===== src/rtl/if_fetch_queue_if.sv =====
// Bundle between the fetch queue and its neighbours: PC (pc/flush/stall_out),
// instruction memory (req/gnt + rvalid) and decode (instr_valid/id_ready).
interface if_fetch_queue_if;
  // Handshakes: a request transfers when imem_req & imem_gnt; a response is
  // imem_rvalid for one cycle, in request order; decode pops when
  // instr_valid & id_ready. Valids never depend on their own ready.
  logic [31:0] pc;
  logic        flush;
  logic        stall_out;
  logic        imem_req;
  logic [31:0] imem_addr;
  logic        imem_gnt;
  logic        imem_rvalid;
  logic [31:0] imem_rdata;
  logic        instr_valid;
  logic [31:0] instr;
  logic [31:0] instr_pc;
  logic        id_ready;

  modport master (
    output pc, flush, imem_gnt, imem_rvalid, imem_rdata, id_ready,
    input  stall_out, imem_req, imem_addr, instr_valid, instr, instr_pc
  );

  modport slave (
    input  pc, flush, imem_gnt, imem_rvalid, imem_rdata, id_ready,
    output stall_out, imem_req, imem_addr, instr_valid, instr, instr_pc
  );
endinterface


===== src/rtl/if_fetch_queue.sv =====
// Fetch queue: issues PC addresses to instruction memory, buffers returned
// instructions in order for decode, and drops responses orphaned by a flush.
module if_fetch_queue #(
  parameter int DEPTH = 4
) (
  input  logic            clk,
  input  logic            rst_n,
  if_fetch_queue_if.slave bus
);
  localparam int AW = $clog2(DEPTH);
  localparam int CW = $clog2(DEPTH + 1);
  localparam logic [CW:0] DEPTH_C = DEPTH[CW:0];

  typedef logic [AW-1:0] ptr_t;
  typedef logic [CW-1:0] cnt_t;

  logic [31:0] slot_pc    [DEPTH];
  logic [31:0] slot_instr [DEPTH];

  ptr_t wr_req, wr_dat, rd;
  cnt_t reserved, filled, discard;

  logic        can_issue, grant, fill, drop, pop, outstanding;
  logic [CW:0] occupancy;
  logic [CW:0] flush_sum;
  logic [CW:0] flush_discard;
  logic        unused_pc_low;

  assign unused_pc_low = &{1'b0, bus.pc[1:0]};

  always_comb begin
    occupancy       = {1'b0, reserved} + {1'b0, discard};
    can_issue       = occupancy < DEPTH_C;
    bus.imem_req    = can_issue & ~bus.flush & rst_n;
    bus.imem_addr   = {bus.pc[31:2], 2'b00};
    grant           = bus.imem_req & bus.imem_gnt;
    bus.stall_out   = rst_n & ~bus.flush & ~grant;
    outstanding     = reserved != filled;
    drop            = bus.imem_rvalid & (discard != '0);
    fill            = bus.imem_rvalid & (discard == '0) & outstanding & ~bus.flush;
    bus.instr_valid = (filled != '0) & ~bus.flush & rst_n;
    pop             = bus.instr_valid & bus.id_ready;
    bus.instr       = slot_instr[rd];
    bus.instr_pc    = slot_pc[rd];
    // Everything still in flight at a flush becomes a response to discard,
    // minus the one arriving in the flush cycle itself.
    flush_sum       = {1'b0, discard} + {1'b0, cnt_t'(reserved - filled)};
    flush_discard   = flush_sum;
    if (bus.imem_rvalid && flush_sum != '0) flush_discard = flush_sum - 1'b1;
  end

  always_ff @(posedge clk or negedge rst_n) begin
    if (!rst_n) begin
      wr_req   <= '0;
      wr_dat   <= '0;
      rd       <= '0;
      reserved <= '0;
      filled   <= '0;
      discard  <= '0;
    end else if (bus.flush) begin
      wr_req   <= '0;
      wr_dat   <= '0;
      rd       <= '0;
      reserved <= '0;
      filled   <= '0;
      discard  <= flush_discard[CW-1:0];
    end else begin
      wr_req   <= wr_req + ptr_t'(grant);
      wr_dat   <= wr_dat + ptr_t'(fill);
      rd       <= rd + ptr_t'(pop);
      reserved <= reserved + cnt_t'(grant) - cnt_t'(pop);
      filled   <= filled + cnt_t'(fill) - cnt_t'(pop);
      discard  <= discard - cnt_t'(drop);
    end
  end

  // Slot contents need no reset: counters gate every read.
  always_ff @(posedge clk) begin
    if (grant) slot_pc[wr_req]    <= bus.imem_addr;
    if (fill)  slot_instr[wr_dat] <= bus.imem_rdata;
  end
endmodule


===== src/flat_wrapper.sv =====
// flat-port wrapper written by rule: the top's interface ports become plain ports
module if_fetch_queue_flat 
#(
  parameter int DEPTH = 4
)
  (clk, rst_n, bus_pc, bus_flush, bus_imem_gnt, bus_imem_rvalid, bus_imem_rdata, bus_id_ready, bus_stall_out, bus_imem_req, bus_imem_addr, bus_instr_valid, bus_instr, bus_instr_pc);
  if_fetch_queue_if bus_i ();
  input  logic clk;
  input  logic rst_n;
  input wire logic [$bits(bus_i.pc)-1:0] bus_pc;
  input wire logic [$bits(bus_i.flush)-1:0] bus_flush;
  input wire logic [$bits(bus_i.imem_gnt)-1:0] bus_imem_gnt;
  input wire logic [$bits(bus_i.imem_rvalid)-1:0] bus_imem_rvalid;
  input wire logic [$bits(bus_i.imem_rdata)-1:0] bus_imem_rdata;
  input wire logic [$bits(bus_i.id_ready)-1:0] bus_id_ready;
  output wire logic [$bits(bus_i.stall_out)-1:0] bus_stall_out;
  output wire logic [$bits(bus_i.imem_req)-1:0] bus_imem_req;
  output wire logic [$bits(bus_i.imem_addr)-1:0] bus_imem_addr;
  output wire logic [$bits(bus_i.instr_valid)-1:0] bus_instr_valid;
  output wire logic [$bits(bus_i.instr)-1:0] bus_instr;
  output wire logic [$bits(bus_i.instr_pc)-1:0] bus_instr_pc;
  assign bus_i.pc = bus_pc;
  assign bus_i.flush = bus_flush;
  assign bus_i.imem_gnt = bus_imem_gnt;
  assign bus_i.imem_rvalid = bus_imem_rvalid;
  assign bus_i.imem_rdata = bus_imem_rdata;
  assign bus_i.id_ready = bus_id_ready;
  assign bus_stall_out = bus_i.stall_out;
  assign bus_imem_req = bus_i.imem_req;
  assign bus_imem_addr = bus_i.imem_addr;
  assign bus_instr_valid = bus_i.instr_valid;
  assign bus_instr = bus_i.instr;
  assign bus_instr_pc = bus_i.instr_pc;
  if_fetch_queue #(.DEPTH(DEPTH)) u_core (.clk(clk), .rst_n(rst_n), .bus(bus_i));
endmodule

===== config.mk =====
export PLATFORM = sky130hd
export DESIGN_NAME = if_fetch_queue_flat
export DESIGN_NICKNAME = d
export VERILOG_FILES = /design/src/rtl/if_fetch_queue_if.sv /design/src/rtl/if_fetch_queue.sv /design/src/flat_wrapper.sv
export SDC_FILE = /design/constraint.sdc
export NUM_CORES = 1
export LEC_CHECK = 0
export CORE_UTILIZATION = 45
export CTS_CLUSTER_SIZE = 12
export DETAILED_ROUTE_END_ITERATION = 12
export PLACE_DENSITY = 0.69
export SLEW_MARGIN = 20
export SYNTH_ARGS = -nofsm -noshare
export SYNTH_HDL_FRONTEND = slang
export SYNTH_SLANG_ARGS = --single-unit

===== constraint.sdc =====
create_clock -name clk -period 6.8 [get_ports clk]
set_input_delay 2.04 -clock clk [delete_from_list [all_inputs] [get_ports clk]]
set_output_delay 2.04 -clock clk [all_outputs]
set_load 0.03 [all_outputs]

==> results.md <==
* Power Density at roughly 270 nW/um2
* Cell with the most instances after synthesis: edfxtp_1
* Die ar. at 23500 um2
* Synth warn at 0
* Worst Hold End: u_core.wr_dat[1]$_DFF_PN0_
* Unrepaired setup endpoints after global routing: false
* Post-route ant nets at 0
* GP Congestion at 0.712
* Fillcell total at 1681
* Slew @ Worst Pin at 0.971 ns
* Worst clock skew at 0.00849 ns
* Post-Route WL at around 18000 um
* Compound-cell area share of the yosys netlist at 0.594%
* CTS tree: done
* Startpoint Class: input pin
* Status: finished with violations
* Post-CTS Setup Inserts at 0
* Drc violations at 1
* Largest net degree at the start of global routing at 36
* Area grow syn2layout at 24.9%
* Mapped Cells at 475
* Switch share at 21.5%
* TritonCTS buffer count at 27
* Leading area contributor after synthesis: edfxtp_1
* Max-cap violations at 0
* CTS Buffer Depth at 3
* Power share of the clock group at between 30% and 40%
* Worst-Skew Late Latency at approximately 0.52 ns
* Clock Sinks at 263
* Avg Synthesized Cell Area at roughly 22 um2
* Worst IR drop on VDD at roughly 0.00022 V
* Worst EP arrival at 3.79 ns
* Initial core utilization at 45.7%
* IO Pins at around 170
* Setup TNS at 0 ns
* Crit path time final at a little under 6 ns
* Yosys top cell area share at between 70 and 80%
* Global route overflow at 0
* Hold_buf cts at 0
* Post-Synth XOR/XNOR Area at less than 1%
* Critical Path RT at 4.76 ns
* Area of the core at 22600 um2
* Endpoint class of the critical path: primary output
* Top FF cell, synth: edfxtp_1
* H-tree depth at 1
* Sequential share of power at between 50% and 60%
* Placed cell area at around 12000 um2
* Fin crit share at between 80% and 90%
* Comb power frac at roughly a tenth
* Yosys cell types at 33
* Initial antenna violation count at 0
* R2R setup slack at between 3 and 4 ns
* Worst hold stages at 2
* DR pass1 iterations at 8
* Critical path type: in2out
* PostCTS Resize Cnt at 0
* Die Y-Extent at roughly 150 um
* Share of layout cells above drive strength 1 at 18.4%
* HPWL Detailed at 11100 um
* Clock transition time at the flip-flop clock pins of the worst setup and hold paths at about 0.06 ns
* Post-synthesis mux area share at 13.5%
* Gr usage total at 15.8%
* Post-layout util at a little under three fifths
* Seq cells post-synth at 263
* Crit path max fanout at 7
* P_sw at 0.747 mW
* Failing checks: DRC
* Number of global-route vias before repair at around 5200
* Row count at between 50 and 60
* Final setup violation count at 0
* DR iter-0 viols at 297
* Number of port buffers at roughly 160
* Internal power at between 2 and 3 mW
* First-pass GRT wire length at 28400 um
* Final hold vios at 0
* Reg2Reg Launch Point: u_core.reserved[0]$_DFF_PN0_
* Min-delay src: u_core.wr_dat[1]$_DFF_PN0_
* Clk root buf: clkbuf_16
* Fin worst setup slack at 0.970 ns
* Avg WL per Cell at 19.5 um
* Worst slack, placed at between 0.9 and 1 ns
* Die Wd at between 150 and 200 um
* Final non-filler cell area at 12900 um2
* Async set or reset register ratio after synthesis at 5.70%
* R2R Path End: u_core.discard[1]$_DFF_PN0_
* Adder and majority gate portion of the synthesized area at 2.84%
* Antenna Cells at 0
* Largest family of logic cells by synthesized area: multiplexers
* Synth Area in Simple Gates at 2.58%
* Hold Slack at 0.652 ns
* Most instantiated cells after synthesis: edfxtp_1, mux4_2, buf_4
* Max-slew violations at 0
* Max frequency at 172 MHz
* Fin nets at 720
* Routed via count at 4859
* Vias per cell at around 5.2
* Netlist Area Pre-Place at between 10000 and 15000 um2
* Register area share after synthesis at 75.8%
* Worst Hold Class: reg2reg
* Synth area leaders: edfxtp_1, mux4_2, dfrtp_1
* EDFF count, synth at 248
* Headroom to the max-slew limit at 35.1%
* Leakage power at roughly 4.2 nW
* Worst R2R Path Depth at 11
-- sequential cells by signal (all words and copies together) (netlist names) --
| register | flops |
|---|---|
| u_core.wr_req | 2 |
| u_core.slot_pc | 120 |
| u_core.rd | 2 |
| u_core.wr_dat | 2 |
| u_core.reserved | 3 |
| u_core.discard | 3 |
| u_core.slot_instr | 128 |
| u_core.filled | 3 |
-- per-stage QoR --
step	std cells	total power, mW
global placement	885	2.16
global route	932	3.60
CTS	932	3.50
floorplan	478	2.05
detailed placement	885	2.19
finish	932	3.47
-- cell usage in the layout, fill, tap and decap left out, types with 2 or more instances in the layout --
| cell type | instances |
|---|---|
| edfxtp_1 | 248 |
| clkdlybuf4s50_1 | 162 |
| mux4_2 | 62 |
| clkbuf_16 | 27 |
| ha_1 | 17 |
| inv_1 | 16 |
| clkbuf_1 | 13 |
| dfrtp_1 | 13 |
| buf_4 | 11 |
| nor2b_1 | 9 |
| nor2_1 | 9 |
| xnor2_1 | 6 |
| xor2_1 | 4 |
| fa_1 | 4 |
| conb_1 | 4 |
| nand2b_1 | 3 |
| nand2_1 | 3 |
| nor3b_2 | 3 |
| clkbuf_8 | 3 |
| nand3_1 | 2 |
| nor3_1 | 2 |
| nand4_1 | 2 |
| and4_1 | 2 |
| and3_1 | 2 |
| inv_6 | 2 |
| clkinv_1 | 2 |
-- layer usage --
| layer | part of all wire (%) | vias up | track usage [%] |
|---|---|---|---|
| li1 | - | 2185 | - |
| met1 | 42 | 2509 | 20.4 |
| met2 | 51 | 141 | 27.4 |
| met3 | 5.4 | 24 | 3.40 |
| met4 | 1.4 | 0 | 3.86 |
| met5 | 0 | - | 0 |
-- critical path, cell delays in order --
cell,delay (ns)
clkdlybuf4s50_1,0.47
nor2b_1,0.21
and4_1,0.38
nor2b_1,0.08
clkdlybuf4s50_1,0.60
-- how the worst max path moves through the flow --
stage | slack [ns] | depth (start not counted) | end | startpoint
2_1_floorplan | 1.42 | 4 | u_core.slot_instr[1][0]$_DFFE_PP_ | bus_flush
3_3_place_gp | 0.97 | 5 | bus_stall_out | rst_n
3_5_place_dp | 0.98 | 5 | bus_stall_out | rst_n
4_1_cts | 0.97 | 5 | bus_stall_out | rst_n
5_1_grt | 0.86 | 5 | bus_stall_out | rst_n
6_report | 0.97 | 5 | bus_stall_out | rst_n
-- area by class of cell --
| cell class | instances | area, um2 | area share (%) |
|---|---|---|---|
| well taps | 285 | 357 | 2.77 |
| clock buffers | 43 | 766 | 5.94 |
| clock inverters | 4 | 25.0 | 0.194 |
| flip-flops and latches | 263 | 7830 | 60.7 |
| multi-input cells | 148 | 2150 | 16.7 |
| inverters | 16 | 60.1 | 0.466 |
| repair buffers | 173 | 1700 | 13.2 |
-- power groups by stage --
| stage | combinational [mW] | clock [mW] | sequential [mW] |
|---|---|---|---|
| final | 0.329 | 1.31 | 1.82 |
| after global routing | 0.357 | 1.42 | 1.83 |
| after CTS | 0.331 | 1.35 | 1.82 |
| after detailed placement | 0.331 | 0 | 1.86 |
| after global placement | 0.309 | 0 | 1.85 |
| after floorplan | 0.203 | 0 | 1.85 |
-- kinds of logic (layout without fill, tap and decap cells) --
| family | Yosys count | in the layout |
|---|---|---|
| XOR/XNOR | 10 | 10 |
| flip-flops | 263 | 263 |
| buffers and inverters | 67 | 236 |
| AND/OR/NAND/NOR | 45 | 45 |
| adder cells (fa/ha/maj) | 21 | 21 |
| AO/OA/AOI/OAI | 6 | 6 |
| other | 1 | 4 |
| multiplexers | 62 | 62 |
(Power assumes the default switching activity.)
